**config.mk**
```make
export PLATFORM = sky130hd
export DESIGN_NAME = alu_cmd_sequencer
export DESIGN_NICKNAME = d
export VERILOG_FILES = /design/src/rtl/alu_cmd_sequencer.sv
export SDC_FILE = /design/constraint.sdc
export NUM_CORES = 1
export LEC_CHECK = 0
export ABC_AREA = 1
export CELL_PAD_IN_SITES_DETAIL_PLACEMENT = 0
export CELL_PAD_IN_SITES_GLOBAL_PLACEMENT = 1
export CORE_MARGIN = 2
export CORE_UTILIZATION = 29
export CTS_BUF_LIST = sky130_fd_sc_hd__clkbuf_8
export DETAILED_ROUTE_END_ITERATION = 8
export PLACE_DENSITY_LB_ADDON = 0.1
export SLEW_MARGIN = 0
export SYNTH_ARGS = -nofsm -noshare
export SYNTH_HDL_FRONTEND = slang
export SYNTH_SLANG_ARGS = --single-unit
```
**constraint.sdc**
```tcl
create_clock -name clk -period 1.3 [get_ports clk]
set_input_delay 0.13 -clock clk [delete_from_list [all_inputs] [get_ports clk]]
set_output_delay 0.13 -clock clk [all_outputs]
set_load 0.05 [all_outputs]
```
**src/rtl/alu_cmd_sequencer.sv**
```systemverilog
// Command stage in front of the ALU result MUX: registers operands/select, waits
// a settle time, captures the selected MUX output and hands it downstream.
module alu_cmd_sequencer #(
  parameter int DATA_W        = 4,
  parameter int SETTLE_CYCLES = 1,
  parameter int CNT_W         = 8
) (
  input  logic              clk,
  input  logic              rst_n,
  input  logic              cmd_valid,
  output logic              cmd_ready,
  input  logic [1:0]        cmd_op,
  input  logic [DATA_W-1:0] cmd_a,
  input  logic [DATA_W-1:0] cmd_b,
  output logic [1:0]        mux_s,
  output logic [DATA_W-1:0] mux_a,
  output logic [DATA_W-1:0] mux_b,
  input  logic [DATA_W-1:0] mux_y1,
  input  logic [DATA_W-1:0] mux_y2,
  input  logic [DATA_W-1:0] mux_y3,
  input  logic [DATA_W-1:0] mux_y4,
  output logic              res_valid,
  input  logic              res_ready,
  output logic [DATA_W-1:0] res_data,
  output logic [1:0]        res_op,
  output logic              res_zero,
  output logic [CNT_W-1:0]  op_count
);

  localparam logic [1:0] ST_IDLE   = 2'd0;
  localparam logic [1:0] ST_SETTLE = 2'd1;
  localparam logic [1:0] ST_RESULT = 2'd2;
  localparam logic [3:0] SETTLE_LOAD = 4'(SETTLE_CYCLES - 1);

  logic [1:0]        state_q, state_d;
  logic [3:0]        cnt_q, cnt_d;
  logic [1:0]        mux_s_q, mux_s_d;
  logic [DATA_W-1:0] mux_a_q, mux_a_d;
  logic [DATA_W-1:0] mux_b_q, mux_b_d;
  logic              res_valid_q, res_valid_d;
  logic [DATA_W-1:0] res_data_q, res_data_d;
  logic [1:0]        res_op_q, res_op_d;
  logic              res_zero_q, res_zero_d;
  logic [CNT_W-1:0]  op_count_q, op_count_d;
  logic [DATA_W-1:0] y_sel_s;

  function automatic logic is_zero(input logic [DATA_W-1:0] v);
    return (v == {DATA_W{1'b0}});
  endfunction

  // Pick the MUX output addressed by the registered select.
  always_comb begin
    case (mux_s_q)
      2'b00:   y_sel_s = mux_y1;
      2'b01:   y_sel_s = mux_y2;
      2'b10:   y_sel_s = mux_y3;
      2'b11:   y_sel_s = mux_y4;
      default: y_sel_s = mux_y1;
    endcase
  end

  // Next-state and datapath update for the IDLE/SETTLE/RESULT sequence.
  always_comb begin
    state_d     = state_q;
    cnt_d       = cnt_q;
    mux_s_d     = mux_s_q;
    mux_a_d     = mux_a_q;
    mux_b_d     = mux_b_q;
    res_valid_d = res_valid_q;
    res_data_d  = res_data_q;
    res_op_d    = res_op_q;
    res_zero_d  = res_zero_q;
    op_count_d  = op_count_q;
    case (state_q)
      ST_IDLE: begin
        if (cmd_valid) begin
          mux_s_d = cmd_op;
          mux_a_d = cmd_a;
          mux_b_d = cmd_b;
          cnt_d   = SETTLE_LOAD;
          state_d = ST_SETTLE;
        end else begin
          state_d = ST_IDLE;
        end
      end
      ST_SETTLE: begin
        if (cnt_q == 4'd0) begin
          res_data_d  = y_sel_s;
          res_op_d    = mux_s_q;
          res_zero_d  = is_zero(y_sel_s);
          res_valid_d = 1'b1;
          state_d     = ST_RESULT;
        end else begin
          cnt_d = cnt_q - 4'd1;
        end
      end
      ST_RESULT: begin
        if (res_ready) begin
          res_valid_d = 1'b0;
          op_count_d  = op_count_q + CNT_W'(1);
          state_d     = ST_IDLE;
        end else begin
          state_d = ST_RESULT;
        end
      end
      default: begin
        // Unreachable encoding: drop any result and return to a safe idle.
        res_valid_d = 1'b0;
        state_d     = ST_IDLE;
      end
    endcase
  end

  // State and output registers.
  always_ff @(posedge clk or negedge rst_n) begin
    if (!rst_n) begin
      state_q     <= ST_IDLE;
      cnt_q       <= 4'd0;
      mux_s_q     <= 2'd0;
      mux_a_q     <= {DATA_W{1'b0}};
      mux_b_q     <= {DATA_W{1'b0}};
      res_valid_q <= 1'b0;
      res_data_q  <= {DATA_W{1'b0}};
      res_op_q    <= 2'd0;
      res_zero_q  <= 1'b1;
      op_count_q  <= {CNT_W{1'b0}};
    end else begin
      state_q     <= state_d;
      cnt_q       <= cnt_d;
      mux_s_q     <= mux_s_d;
      mux_a_q     <= mux_a_d;
      mux_b_q     <= mux_b_d;
      res_valid_q <= res_valid_d;
      res_data_q  <= res_data_d;
      res_op_q    <= res_op_d;
      res_zero_q  <= res_zero_d;
      op_count_q  <= op_count_d;
    end
  end

  assign cmd_ready = (state_q == ST_IDLE);
  assign mux_s     = mux_s_q;
  assign mux_a     = mux_a_q;
  assign mux_b     = mux_b_q;
  assign res_valid = res_valid_q;
  assign res_data  = res_data_q;
  assign res_op    = res_op_q;
  assign res_zero  = res_zero_q;
  assign op_count  = op_count_q;

endmodule

```
==> impl_metrics.tcl <==
set metrics [dict create \
    period_minus_slack_ns 1.23 \
    hold_class "in -> async" \
    numCtsBuffers 5 \
    worstSetupStartpointType "flop" \
    cellLeakagePower_nw 1.22 \
    drc_errors 0 \
    clockBufferDepth 2 \
    clkSinkCount 32 \
    postCtsHoldBufs 0 \
    max_stage_delay_ns 0.36 \
    swShare_pct 45.1 \
    netlist_instances 168 \
    r2r_cells 7 \
    ir_worst_vdd_mv 1.20 \
    status "complete, no violations" \
    clockRootBuffer "clkbuf_8" \
    fin_skew_ns 0.00373 \
    drv_cap 0 \
    grt_max_degree 33 \
    io_buffers 56 \
    maxSlewHeadroom_pct 84.8 \
    final_common_cell "nand2_1" \
    clkLatencyLatePin_ns 0.28 \
    antenna_found_initial 0 \
    r2r-end "res_data[0]$_DFFE_PN0P_" \
    r2r_setup_slack_ns 0.07 \
    required_ns 1.46 \
    dp_hpwl_um 2890 \
    grt_usage_pct 14.8 \
    final_layout_size_suffix_gt1_share_pct 30.0 \
    dr.pass1.iters 5 \
    cp.arrival_ns 1.39 \
    synth_area_per_cell_um2 8.83 \
    finalHoldViolCount 0 \
    grt_pass1_vias 1379 \
    fin_total_pwr_mw 6.57 \
    fp.dieW_um 75.5 \
    fmax_mhz 812 \
    yosysWarnings 0 \
    cts_tree "done" \
    endpoint_kind "flop" \
    syn_nets 201 \
    period_share_pct 94.8 \
    netlist_area_um2 1480 \
    fin_ws_ns 0.0679 \
    postRouteAntennaNets 0 \
    clk_pin_slew_ns 0.07 \
    synth.distinct_cells 24 \
    power.density_nw_per_um2 2510 \
    post_drt_wl_per_cell_um 12.1 \
    drtIter0Drc 43 \
    diodes 0 \
    routed_wl_um 3760 \
    gr-total-overflow 0 \
    power.switching_mw 2.97 \
    power.share.clock_pct 10.9 \
    area_growth_pct 76.5 \
    timing.hold.ws_ns 0.212 \
    endpoint "res_data[0]$_DFFE_PN0P_" \
    p_int_mw 3.61 \
    startpoint "cnt_q[0]$_DFFE_PN0P_" \
    worst_pin_slew_ns 0.227 \
    p_comb_share_pct 61.1 \
    core.rowCount 26 \
    finalSetupViolCount 0 \
    via_count 1367 \
    dieArea_um2 5700 \
    pwr-share-seq_pct 28.0 \
    path_cells "inv_1 -> ha_2 -> nand3_4 -> nor2_4 -> inv_2 -> nand2_1 -> o21ai_0" \
    slew_violations 0 \
    cp_slowest_cell "dfrtp_1" \
    ys_seq_elements 32 \
    final_cell_mix "50 x nand2_1, 29 x clkdlybuf4s50_1, 28 x buf_12" \
    rsz0062_at_grt "true" \
    r2r-start "cnt_q[0]$_DFFE_PN0P_" \
    viasPerCell 4.41 \
    htree_levels 2 \
    grt_pass1_wl_um 6370 \
    seq_area_frac_synth_pct 54.1 \
    fp.dieH_um 75.5 \
    timing.critical_path.fanout_max 11 \
    coreArea_um2 5010 \
    gp_congestion 0.824 \
    nNetsFinal 272 \
    initial_core_util_pct 29.6 \
    io_pins 57 \
    critical_path_class "reg -> reg" \
    dp_slack_ns -0.0984 \
]
-- power groups by stage --
stage / clock (mW) / combinational, mW / sequential (mW)
detailed placement: 0 / 3.83 / 1.88
global placement: 0 / 3.77 / 1.86
finish: 0.713 / 4.02 / 1.84
global route: 0.807 / 4.31 / 1.91
CTS: 0.748 / 3.87 / 1.87
floorplan: 0 / 1.13 / 2.66
-- worst min-delay path by stage --
stage                               startpoint                       to  slack [ns]  cells after the start
after global routing                     rst_n  op_count[7]$_DFFE_PN0P_        0.23                      2
after CTS                                rst_n  op_count[7]$_DFFE_PN0P_        0.22                      2
final                                    rst_n  op_count[7]$_DFFE_PN0P_        0.21                      2
after floorplan                          rst_n     cnt_q[0]$_DFFE_PN0P_       -0.17                      0
after detailed placement  res_zero$_DFFE_PN1P_     res_zero$_DFFE_PN1P_        0.48                      2
after global placement    res_zero$_DFFE_PN1P_     res_zero$_DFFE_PN1P_        0.48                      2
-- stage by stage --
stage	instances	TNS, ns	utilization, %	cell area, um2
finish	310	0	52.2	2620
global route	310	-0.108	52.2	2620
CTS	307	0	51.2	2570
detailed placement	299	-0.293	49.5	2480
global placement	299	-0.0829	49.5	2480
floorplan	168	0	-	1510
-- critical path: cells and delay by family (launching register included) --
kind	cells	cell delay, ns
simple gates	3	0.30
fa+ha+maj	1	0.20
flops	1	0.36
buf+inv	2	0.19
compound gates	1	0.07
-- layout make-up --
cell class	instances	area, um2
repair buffers	69	941
multi-input cells	117	642
clock buffers	5	68.8
well taps	70	87.6
clock inverters	3	12.5
flip-flops and latches	32	811
fillers	477	2390
inverters	14	55.1
-- Yosys cell counts --
master | instances | area share (%)
nor3_1 | 2 | 0.68
nand3_4 | 1 | 1.2
nor2_4 | 1 | 0.76
buf_2 | 3 | 1.0
mux2_2 | 1 | 0.76
nor2_1 | 11 | 2.8
buf_4 | 1 | 0.51
nor2_2 | 2 | 0.84
inv_2 | 1 | 0.25
ha_1 | 3 | 2.5
a21oi_1 | 3 | 1.0
nor3b_4 | 1 | 1.3
o21ai_0 | 6 | 2.0
nand4_1 | 4 | 1.7
o22ai_1 | 1 | 0.42
nand3_1 | 21 | 7.1
xor2_1 | 1 | 0.59
inv_1 | 13 | 3.3
xnor2_1 | 4 | 2.4
buf_6 | 1 | 0.76
dfrtp_1 | 31 | 52
dfstp_2 | 1 | 1.8
nand2_1 | 53 | 13
o21ai_1 | 2 | 0.68
-- sequential cells by signal, summed over array words and instances, names as in the netlist --
signal and flops:
res_data 4, mux_b 4, mux_a 4, mux_s 2
state_q 2, cnt_q 4, res_op 2, res_zero 1
res_valid 1, op_count 8
-- logic make-up after synthesis --
kind of cell             Yosys count  share of synthesized area, %
flip-flops                        32                          54.1
multiplexers                       1                         0.759
AND/OR/NAND/NOR                   96                          29.7
AO/OA/AOI/OAI                     12                          4.14
adder cells (fa/ha/maj)            3                          2.53
XOR/XNOR                           5                          2.95
buffers and inverters             19                          5.82
-- timing repair --
item,4_1_cts,5_1_grt
setup endpoints to repair,3,12
gates resized for setup,2,10
buffers inserted,0,3
pin swaps,1,1
-- layer usage --
layer	wire length [um]	vias up	part of all wire (%)	track usage [%]
li1	-	681	-	-
met1	1510	646	40	17.3
met2	1990	36	53	25.2
met3	223	4	5.9	4.63
met4	36	0	0.96	5.85
met5	0	-	0	0
Power figures use the tool's default switching activity.
==> edit (same settings) <==
`DATA_W`: 4 -> 3.
--- a/src/rtl/alu_cmd_sequencer.sv
+++ b/src/rtl/alu_cmd_sequencer.sv
@@ -1,7 +1,7 @@
 // Command stage in front of the ALU result MUX: registers operands/select, waits
 // a settle time, captures the selected MUX output and hands it downstream.
 module alu_cmd_sequencer #(
-  parameter int DATA_W        = 4,
+  parameter int DATA_W        = 3,
   parameter int SETTLE_CYCLES = 1,
   parameter int CNT_W         = 8
 ) (
Ports: changed (9 resized); port bits go from 57 to 48. The function was not compared with the original's and may differ.
==> edit against the unedited design <==
Design area fell by 6.6%. Routed wire length fell by 14%. Final cell count fell by 15%. Sequential share of layout area fell by 0.82 points. Worst setup slack got worse by 0.034 ns. Sequential power fell by 6%. Power fell by 1.1%. Highest routed layer unchanged. Synthesized area fell by 6.2%. Clock power rose by 12%. Synthesized cell count fell by 15%. Non-clock buffer count fell by 7. Critical path depth did not move. Sequential cell count fell by 3.
==> edit: results (changes against the unedited design) <==
- Post-synth top cells: 28 x dfrtp_1, 21 x nand3_1, 20 x nand2_1, 17 x nor2_1, 14 x inv_1
- Status: finished, final reports clean
- Fill count: 401 (-16%)
- Logic inverters: 15 (+1)
- Met3 WL: 188 um (-16%)
- DP Area: 2272 um2 (-8.3%)
- IR drop worst, VDD: 1.521 mV (+27%)
- Area contributors post-synth: dfrtp_1 50%, nand3_1 7.6%, nand2_1 5.4%
- Final #Nets: 237 (-13%)
- Storage element area: 737.0 um2 (-9.1%)
- GRT met1 Usage: 0.1451 (-0.02821)
- Crit path max fanout: 10 (-1)
- Post-synth net total: 169 (-16%)
- Number of multi-input logic gates: 97 (-17%)
- Vias after detailed routing: 1203 (-12%)
- CP max stage delay: 0.42 ns (+0.06 ns)
- Worst rel slew slack: 0.8560 (+0.008237)
- Clock buffers: 7 (+2)
- Data arrival time of the critical path: 1.41 ns (+0.02 ns)
- Iter 0 DRT Violations: 33 (-23%)
- HPWL after detailed placement: 2508 um (-13%)
- Multi-input combinational cell area: 643.1 um2 (+0.19%)
- Post-synthesis adder-cell area fraction: 0.02700 (+0.001686)
- Reg2reg setup slack: 0.03 ns (-0.03 ns)
- Xor/xnor cell area share of the yosys netlist: 0.04410 (+0.01457)
- Share of cells above drive strength 1: 0.3839 (+0.08389)
- Post-synthesis mux area share: 0.06481 (+0.05721)
- Port bufs: 47 (-16%)
- Global-route wire length before repair: 5085 um (-20%)
- Sequential fraction of the synthesis area: 0.5230 (-0.01798)
- Met1 wire length: 1366 um (-9.2%)
- Seq_cells: 29 (-9.4%)
- Largest net degree at the start of global routing: 30 (-9.1%)
- Worst reg2reg startpoint: state_q[0]
- GRT met2 Usage: 0.2132 (-0.03896)
- Met2 wire len: 1652 um (-17%)
- Clock buf/inv share: 0.04147 (+0.01040)
- Synth Area in Compound Gates: 0.04860 (+0.007255)
- Critical Path Sink: res_op[1]
- Met3 usage: 0.04972 (+0.003427)
- Post-DR wirelength/cell: 12.23 um (+0.86%)
- Leak: 1.111 nW (-8.6%)
- Signal buf overhead: 0.3420 (-0.01743)
- Layout Skew: 0.005584 ns (+0.001855 ns)
==> edit: where the power goes <==
group          internal [W]  switching (W)
Sequential          0.00129       0.000437
Combinational       0.00192        0.00206
Clock              0.000477       0.000320
Total               0.00368        0.00282
==> edit: timing repair <==
item                       CTS  global route
buffers inserted             0             4
setup endpoints to repair    6            12
pin swaps                    0             3
gates resized for setup      2            13
==> edit: per-stage QoR <==
stage | power (W) | utilization | std cells | hold slack (ns) | setup WS, ns
floorplan | 0.003621 | - | 142 | -0.1656 | -0.1783
global placement | 0.005466 | 0.4875 | 253 | 0.4801 | 0.01068
detailed placement | 0.005518 | 0.4875 | 253 | 0.4891 | -0.03132
CTS | 0.006357 | 0.5098 | 261 | 0.2217 | 0.005210
global route | 0.006880 | 0.5243 | 265 | 0.2191 | -0.03863
finish | 0.006500 | 0.5243 | 265 | 0.2124 | 0.03363
